$ cat src/rtl/jk_mon_pkg.sv
// Purpose: shared types and op codes for JK flip-flop response checking.
// Latency: n/a (declarations only).
// Backpressure: n/a.
// Contents: monitor FSM state encoding, {j,k} operation codes.
package jk_mon_pkg;

    typedef enum logic [1:0] {
        ST_IDLE  = 2'd0,
        ST_TRACK = 2'd1,
        ST_HALT  = 2'd2
    } mon_state_t;

    // {j,k} operation codes of a JK flip-flop
    localparam logic [1:0] OP_HOLD = 2'b00;
    localparam logic [1:0] OP_CLR  = 2'b01;
    localparam logic [1:0] OP_SET  = 2'b10;
    localparam logic [1:0] OP_TGL  = 2'b11;

endpackage

$ cat src/rtl/jk_ref_model.sv
// Purpose: combinational next-state of a JK flip-flop with synchronous reset.
// Latency: combinational, zero cycles.
// Backpressure: none.
// Ports:
//   i_dut_rst  synchronous reset of the modelled flop (forces next q to 0)
//   i_j, i_k   J and K inputs
//   i_cur_q    current q of the model
//   o_nxt_q    q after the next rising edge
module jk_ref_model
    import jk_mon_pkg::*;
(
    input  logic i_dut_rst,
    input  logic i_j,
    input  logic i_k,
    input  logic i_cur_q,
    output logic o_nxt_q
);

    always_comb begin
        o_nxt_q = i_cur_q;
        if (i_dut_rst) begin
            o_nxt_q = 1'b0;
        end else begin
            case ({i_j, i_k})
                OP_HOLD: o_nxt_q = i_cur_q;
                OP_CLR:  o_nxt_q = 1'b0;
                OP_SET:  o_nxt_q = 1'b1;
                OP_TGL:  o_nxt_q = ~i_cur_q;
                default: o_nxt_q = i_cur_q;
            endcase
        end
    end

endmodule

$ cat src/rtl/jk_ff_monitor.sv
// Purpose: tracks a reference q for an observed jk_ff and flags q/qb departures.
// Latency: err and counters registered at the edge whose sample is compared (visible 1 cycle).
// Backpressure: none; passive observer, samples every rising edge.
// Ports:
//   clk, rst              monitor clock, async active-high monitor reset
//   dut_rst, j, k, q, qb  observed jk_ff reset, inputs and outputs
//   exp_q                 reference q (meaningful in TRACK)
//   err, err_sticky       one-cycle mismatch pulse, latched error flag
//   chk_cnt, err_cnt      saturating comparison / failure counters
//   state                 FSM state (IDLE=0, TRACK=1, HALT=2)
module jk_ff_monitor
    import jk_mon_pkg::*;
#(
    parameter int CNT_W       = 8,
    parameter int STOP_ON_ERR = 0
) (
    input  logic             clk,
    input  logic             rst,
    input  logic             dut_rst,
    input  logic             j,
    input  logic             k,
    input  logic             q,
    input  logic             qb,
    output logic             exp_q,
    output logic             err,
    output logic             err_sticky,
    output logic [CNT_W-1:0] chk_cnt,
    output logic [CNT_W-1:0] err_cnt,
    output logic [1:0]       state
);

    localparam logic [CNT_W-1:0] CNT_MAX = '1;
    localparam bit               STOP    = (STOP_ON_ERR != 0);

    mon_state_t       r_state;
    mon_state_t       w_state_nxt;
    logic             r_exp_q;
    logic             r_err;
    logic             r_err_sticky;
    logic [CNT_W-1:0] r_chk_cnt;
    logic [CNT_W-1:0] r_err_cnt;

    logic             w_nxt_q;
    logic             w_mismatch;
    logic             w_do_cmp;
    logic             w_exp_upd;

    jk_ref_model u_ref (
        .i_dut_rst (dut_rst),
        .i_j       (j),
        .i_k       (k),
        .i_cur_q   (r_exp_q),
        .o_nxt_q   (w_nxt_q)
    );

    // Case-inequality so an unknown q or qb is reported as a mismatch in simulation.
    assign w_mismatch = (q !== r_exp_q) || (qb !== ~q);

    // State register
    always_ff @(posedge clk or posedge rst) begin
        if (rst) begin
            r_state <= ST_IDLE;
        end else begin
            r_state <= w_state_nxt;
        end
    end

    // Next-state logic
    always_comb begin
        w_state_nxt = r_state;
        case (r_state)
            ST_IDLE:  if (dut_rst) w_state_nxt = ST_TRACK;
            ST_TRACK: if (STOP && w_mismatch) w_state_nxt = ST_HALT;
            ST_HALT:  w_state_nxt = ST_HALT;
            default:  w_state_nxt = ST_IDLE;
        endcase
    end

    // Per-state control strobes. In IDLE the model is only loaded by dut_rst,
    // which makes it produce 0 and aligns it with the freshly reset DUT.
    always_comb begin
        w_do_cmp  = 1'b0;
        w_exp_upd = 1'b0;
        case (r_state)
            ST_IDLE: begin
                w_exp_upd = dut_rst;
            end
            ST_TRACK: begin
                w_do_cmp  = 1'b1;
                w_exp_upd = 1'b1;
            end
            default: begin
                w_do_cmp  = 1'b0;
                w_exp_upd = 1'b0;
            end
        endcase
    end

    // Reference q, error flags and saturating counters
    always_ff @(posedge clk or posedge rst) begin
        if (rst) begin
            r_exp_q      <= 1'b0;
            r_err        <= 1'b0;
            r_err_sticky <= 1'b0;
            r_chk_cnt    <= '0;
            r_err_cnt    <= '0;
        end else begin
            r_err <= w_do_cmp && w_mismatch;
            if (w_do_cmp) begin
                if (r_chk_cnt != CNT_MAX) r_chk_cnt <= r_chk_cnt + 1'b1;
                if (w_mismatch) begin
                    r_err_sticky <= 1'b1;
                    if (r_err_cnt != CNT_MAX) r_err_cnt <= r_err_cnt + 1'b1;
                end
            end
            if (w_exp_upd) r_exp_q <= w_nxt_q;
        end
    end

    assign exp_q      = r_exp_q;
    assign err        = r_err;
    assign err_sticky = r_err_sticky;
    assign chk_cnt    = r_chk_cnt;
    assign err_cnt    = r_err_cnt;
    assign state      = r_state;

endmodule

$ cat config.mk
export PLATFORM = sky130hd
export DESIGN_NAME = jk_ff_monitor
export DESIGN_NICKNAME = d
export VERILOG_FILES = /design/src/rtl/jk_mon_pkg.sv /design/src/rtl/jk_ref_model.sv /design/src/rtl/jk_ff_monitor.sv
export SDC_FILE = /design/constraint.sdc
export NUM_CORES = 1
export LEC_CHECK = 0
export ABC_CLOCK_PERIOD_IN_PS = 1700
export CORE_MARGIN = 2
export CORE_UTILIZATION = 41
export DETAILED_ROUTE_END_ITERATION = 8
export PLACE_DENSITY = 0.71
export SYNTH_ARGS = -nofsm -noshare
export SYNTH_HDL_FRONTEND = slang
export SYNTH_SLANG_ARGS = --single-unit
$ cat constraint.sdc
create_clock -name clk -period 1.7 [get_ports clk]
set_input_delay 0.34 -clock clk [delete_from_list [all_inputs] [get_ports clk]]
set_output_delay 0.34 -clock clk [all_outputs]
set_load 0.1 [all_outputs]
# Word-level counts from Yosys, hierarchy flattened
# Cells that the tools add are included.
[word_totals]
ff_bits = 21
input_bits = 7
out_inout_bits = 21
elab_cells = 37
[classes]
addsub = 2
n_eq_ne = 11
muxes = 6
bitwise = 3
n_reduce_logical = 9
[ops]
columns = ["operator", "count"]
rows = [
  ["8-bit by 1-bit adder with 8-bit output (second input constant)", 2],
  ["8-bit inequality test (second input constant)", 2],
  ["2-bit AND reduction", 4],
  ["2-bit == test (second input constant)", 3],
  ["2-bit case mux with 3 select lines", 1],
  ["2-bit by 1-bit == test with 1-bit output (second input constant)", 2],
  ["2-bit zero test", 2],
  ["2-bit inequality test (second input constant)", 2],
  ["1-bit NOT", 3],
  ["1-bit case mux with 3 select lines", 1],
  ["3-bit AND reduction", 1],
  ["1-bit two-way mux", 2],
  ["2-bit two-way mux", 1],
  ["1-bit case inequality test", 2],
  ["1-bit case mux with 2 select lines", 1],
  ["1-bit logical AND", 1],
  ["1-bit logical OR", 1],
]

# Longest topological paths before layout
# Gate-level depths: netlist (run 1).
[logic_depth]
word_depth = 4
depth_mapped = 5
ltp_nobuf = 5

# By module
# A second synthesis (run 1) with hierarchy kept.
[hier_totals]
cells_unflattened = 92
hier_area_um2 = 1022.2
[modules_own_cells]
columns = ["module", "instances", "cells_per_inst", "area_each_um2", "seq_area_each_um2"]
rows = [
  ["jk_ff_monitor", 1, 90, 1011.0, 525.5],
  ["jk_ref_model", 1, 2, 11.3, 0.0],
]

# Worst setup path before layout (run 1)
# OpenSTA, ideal clock, no wires.
[synth_path]
path_type = "register -> register"
from = "register r_exp_q, in the netlist exp_q"
to = "register r_err_cnt[4], in the netlist err_cnt[4]"
setup_ns = 0.128
arrival_ns = 2.112
t_required_ns = 1.572
slack_ns = -0.541
path_stages_with_launch = 5
n_path_buf = 0
period_less_slack_ns = 2.241
path_cell_list = "dfrtp_1 -> nor2_1 -> a221oi_4 -> and4_1 -> mux2_1"
[synth_via]
elab_chain_len = 3
[synth_rtl]
columns = ["element", "line", "rtl"]
rows = [
  ["start, declared", "jk_ff_monitor.sv:37", "logic r_exp_q;"],
  ["start signal, assigned", "jk_ff_monitor.sv:116", "if (w_exp_upd) r_exp_q <= w_nxt_q;"],
  ["1-bit case inequality test", "jk_ff_monitor.sv:57", "assign w_mismatch = (q !== r_exp_q) || (qb !== ~q);"],
  ["1-bit logical OR", "jk_ff_monitor.sv:57", ""],
  ["3-bit AND reduction (no line)", "--", ""],
  ["end signal, assigned", "jk_ff_monitor.sv:113", "if (r_err_cnt != CNT_MAX) r_err_cnt <= r_err_cnt + 1'b1;"],
  ["end, declared", "jk_ff_monitor.sv:41", "logic [CNT_W-1:0] r_err_cnt;"],
]
# No other way between the ends.
# A chain may end at the register's enable or synchronous reset.

# Final worst setup path (run 1)
[layout_path]
from = "input port q"
to = "register r_err_cnt[1], in the netlist err_cnt[1]"
[layout_via]
elab_chain_len = 4
word_cells_on_any_way = 5
cone_classes = "eq/ne (2); bitwise (1); reduce/logical (2)"
[layout_rtl]
columns = ["element", "line", "rtl"]
rows = [
  ["start, declared", "jk_ff_monitor.sv:22", "input logic q,"],
  ["1-bit NOT", "jk_ff_monitor.sv:57", ""],
  ["1-bit case inequality test", "jk_ff_monitor.sv:57", ""],
  ["1-bit logical OR *", "jk_ff_monitor.sv:57", ""],
  ["3-bit AND reduction (no line) *", "--", ""],
]
# Every way passes the cells marked *; elsewhere a longest branch is shown, timed or not.

==> flow_summary.json, run 1 <==
{
  "status": "finished clean",
  "globalRouteOverflowTotal": 0,
  "finalInstanceArea_mm2": 0.00167,
  "floorplan.initialDensity": 0.441,
  "drtPass1Iterations": 2,
  "yosysSeqAreaShare": 0.528,
  "port_buffers": 27,
  "r2r_start": "state[1]",
  "nFillCells": 152,
  "dp_hpwl_mm": 1.74,
  "fin_cells": 161,
  "synth_area_um2": 995,
  "slowest_stage": "clkdlybuf4s50_1",
  "path_cells": "clkdlybuf4s50_1, nor2b_1, a221oi_4, buf_4, o21a_4, mux2_4",
  "cts_hold_buf": 0,
  "netlist-cell-type-count": 27,
  "period_needed_ps": 1660,
  "nets": 143,
  "yosys_warnings": 0,
  "ios": 28,
  "async_flop_share": 1.00,
  "arrival_ps": 1880,
  "drive_above_1_share": 0.474,
  "dp.cells": 154,
  "avgRoutedWirePerCell_um": 14.4,
  "grt_pass1_wl_mm": 3.89,
  "r2r_end": "err_cnt[1]",
  "rows": 17,
  "worstPathMaxFanout": 5,
  "clk_path_buf_depth": 2,
  "drc": 0,
  "areaGrowthSynthToFinish_pct": 67.4,
  "hp-class": "input port to async pin",
  "syn_avg_cell_area_um2": 10.8,
  "critPathKind": "input port to flip-flop",
  "cts.sinks": 21,
  "start_kind": "input port",
  "slew_viol_final": 0,
  "dieWidth_um": 53.3,
  "cts_buffers": 3,
  "ys.flop_type": "dfrtp_1",
  "grt_pass1_vias": 844,
  "diodes": 0,
  "die_area_mm2": 0.00284,
  "cts.clk_slew.worst_paths_ps": 130,
  "holdWs_ps": 331,
  "core_mm2": 0.00225,
  "drv_cap": 0,
  "antenna_found_initial": 0,
  "cts_tree": "done",
  "crit_required_ps": 1920,
  "die_h_um": 53.3,
  "fin_crit_sh": 0.976,
  "drt_wl_total_mm": 2.33,
  "post_dp_cell_area_mm2": 0.00162,
  "reg2regPathDepth": 5,
  "critPathMaxStageDelay_ps": 410,
  "finalSetupViolCount": 0,
  "crit_path_end_kind": "flip-flop",
  "timing.fmax_ghz": 0.602,
  "dr.first_iter.drc_count": 8,
  "setup_tns_ps": 0,
  "syn_inst": 92,
  "cts.repair.resized": 0,
  "skew_ps": 15.7,
  "viasPerCell": 5.29,
  "grt_util_all_layers": 0.192,
  "cts-htree-levels": 1,
  "vias": 852,
  "grt_max_degree": 22,
  "syn_nets": 101,
  "synth_seq_cells": 21,
  "postRouteAntennaNets": 0,
  "r2r_slack_ps": 100,
  "cts_root_buf": "clkbuf_4",
  "tightest_slew_ps": 293,
  "synth_edf_count": 0,
  "relSlewSlack": 0.804,
  "place_congestion": 0.779,
  "insertion_delay_ps": 320,
  "hold_viol_final": 0
}
## repair_timing
item	in CTS	in global routing
setup endpoints to repair	1	1
pin swaps	1	1
buffers inserted	0	3
## sequential cells by signal (all words and copies together), names as in the netlist
signal and cells:
chk_cnt 8, err 1, err_cnt 8, err_sticky 1, exp_q 1, state 2
## routing by layer
metal  up-vias  track usage  part of all wire
li1        406            -                 -
met1       423        0.240              0.43
met5         -            0                 0
met2        18        0.321              0.52
met4         0        0.103             0.021
met3         5       0.0198             0.029
## area by class of cell
cell class,count,area [um^2],area share
well taps,28,35.0,0.0210
clock inverters,1,5.00,0.00301
flip-flops and latches,21,567,0.340
repair buffers,37,556,0.334
clock buffers,3,22.5,0.0135
multi-input cells,68,469,0.282
inverters,3,11.3,0.00676
## metrics by stage
step / setup WS, ps / utilization
floorplan: -126 / -
global placement: -285 / 0.716
detailed placement: -345 / 0.716
CTS: 5.92 / 0.729
global route: -7.95 / 0.739
finish: 40.0 / 0.739
## worst max-delay path by stage
stage                   from          to  slack [ps]  depth (start not counted)
floorplan           state[1]  err_cnt[4]        -130                          4
global placement           q  err_cnt[4]        -280                          5
detailed placement         q  err_cnt[4]        -340                          5
CTS                        q  err_cnt[4]           6                          5
global route               q  err_cnt[1]          -8                          6
finish                     q  err_cnt[1]          40                          6
## cell families after synthesis
group,Yosys count,share of synthesized area
and+or+nand+nor,40,0.206
adders and majority gates,2,0.0252
xor gates and xnor gates,6,0.0528
muxes,5,0.0604
buffers and inverters,3,0.0113
DFF,21,0.528
AOI/OAI and AO/OA,15,0.116
## synthesized netlist by cell type (all sizes together), types with 2 or more instances
library cell  count  area share
a21oi             6       0.030
a31oi             3       0.019
and3              2       0.013
dfrtp            21        0.53
ha                2       0.025
inv               3       0.011
mux2              5       0.060
nand2             8       0.030
nand3             6       0.030
nand4             4       0.031
nor2             10       0.038
nor2b             5       0.031
o21ai             2       0.010
xnor2             3       0.026
xor2              3       0.026
## critical path, delay by kind of cell
family / cells / cell delay (ps)
buffers and inverters: 2 / 600
AO/OA/AOI/OAI: 2 / 480
multiplexers: 1 / 290
AND/OR/NAND/NOR: 1 / 160
## cell usage in the layout (no fill, tap or decap), types with 3 or more instances in the layout
cell	n
clkdlybuf4s50_1	6
nor2_1	10
buf_12	21
inv_1	3
nand4_1	3
a21oi_1	6
dfrtp_2	12
nand3_1	6
clkbuf_4	3
dfrtp_4	7
xnor2_1	3
nand2_1	8
xor2_1	3
a31oi_1	3
nor2b_1	5
buf_4	10
Power of run 1 is left out: the tool's default activity adds up to more than one toggle a clock period on the data nets, which glitch-free logic cannot reach.
==> inputs of run 2 (changes only) <==
--- a/config.mk
+++ b/config.mk
@@ -6,6 +6,7 @@
 export NUM_CORES = 1
 export LEC_CHECK = 0
 export ABC_CLOCK_PERIOD_IN_PS = 1700
+export CAP_MARGIN = 20
 export CORE_MARGIN = 2
 export CORE_UTILIZATION = 41
 export DETAILED_ROUTE_END_ITERATION = 8
==> results of run 2 <==
The final DEF is identical to that of run 1; final timing and power are the same.
Power of run 2 is left out for the same reason.
==> inputs of run 3 (changes only) <==
--- a/config.mk
+++ b/config.mk
@@ -6,7 +6,6 @@
 export NUM_CORES = 1
 export LEC_CHECK = 0
 export ABC_CLOCK_PERIOD_IN_PS = 1700
-export CAP_MARGIN = 20
 export CORE_MARGIN = 2
 export CORE_UTILIZATION = 41
 export DETAILED_ROUTE_END_ITERATION = 8
==> results of run 3 <==
The final DEF is identical to that of run 1; final timing and power are the same.
Power of run 3 is left out for the same reason.
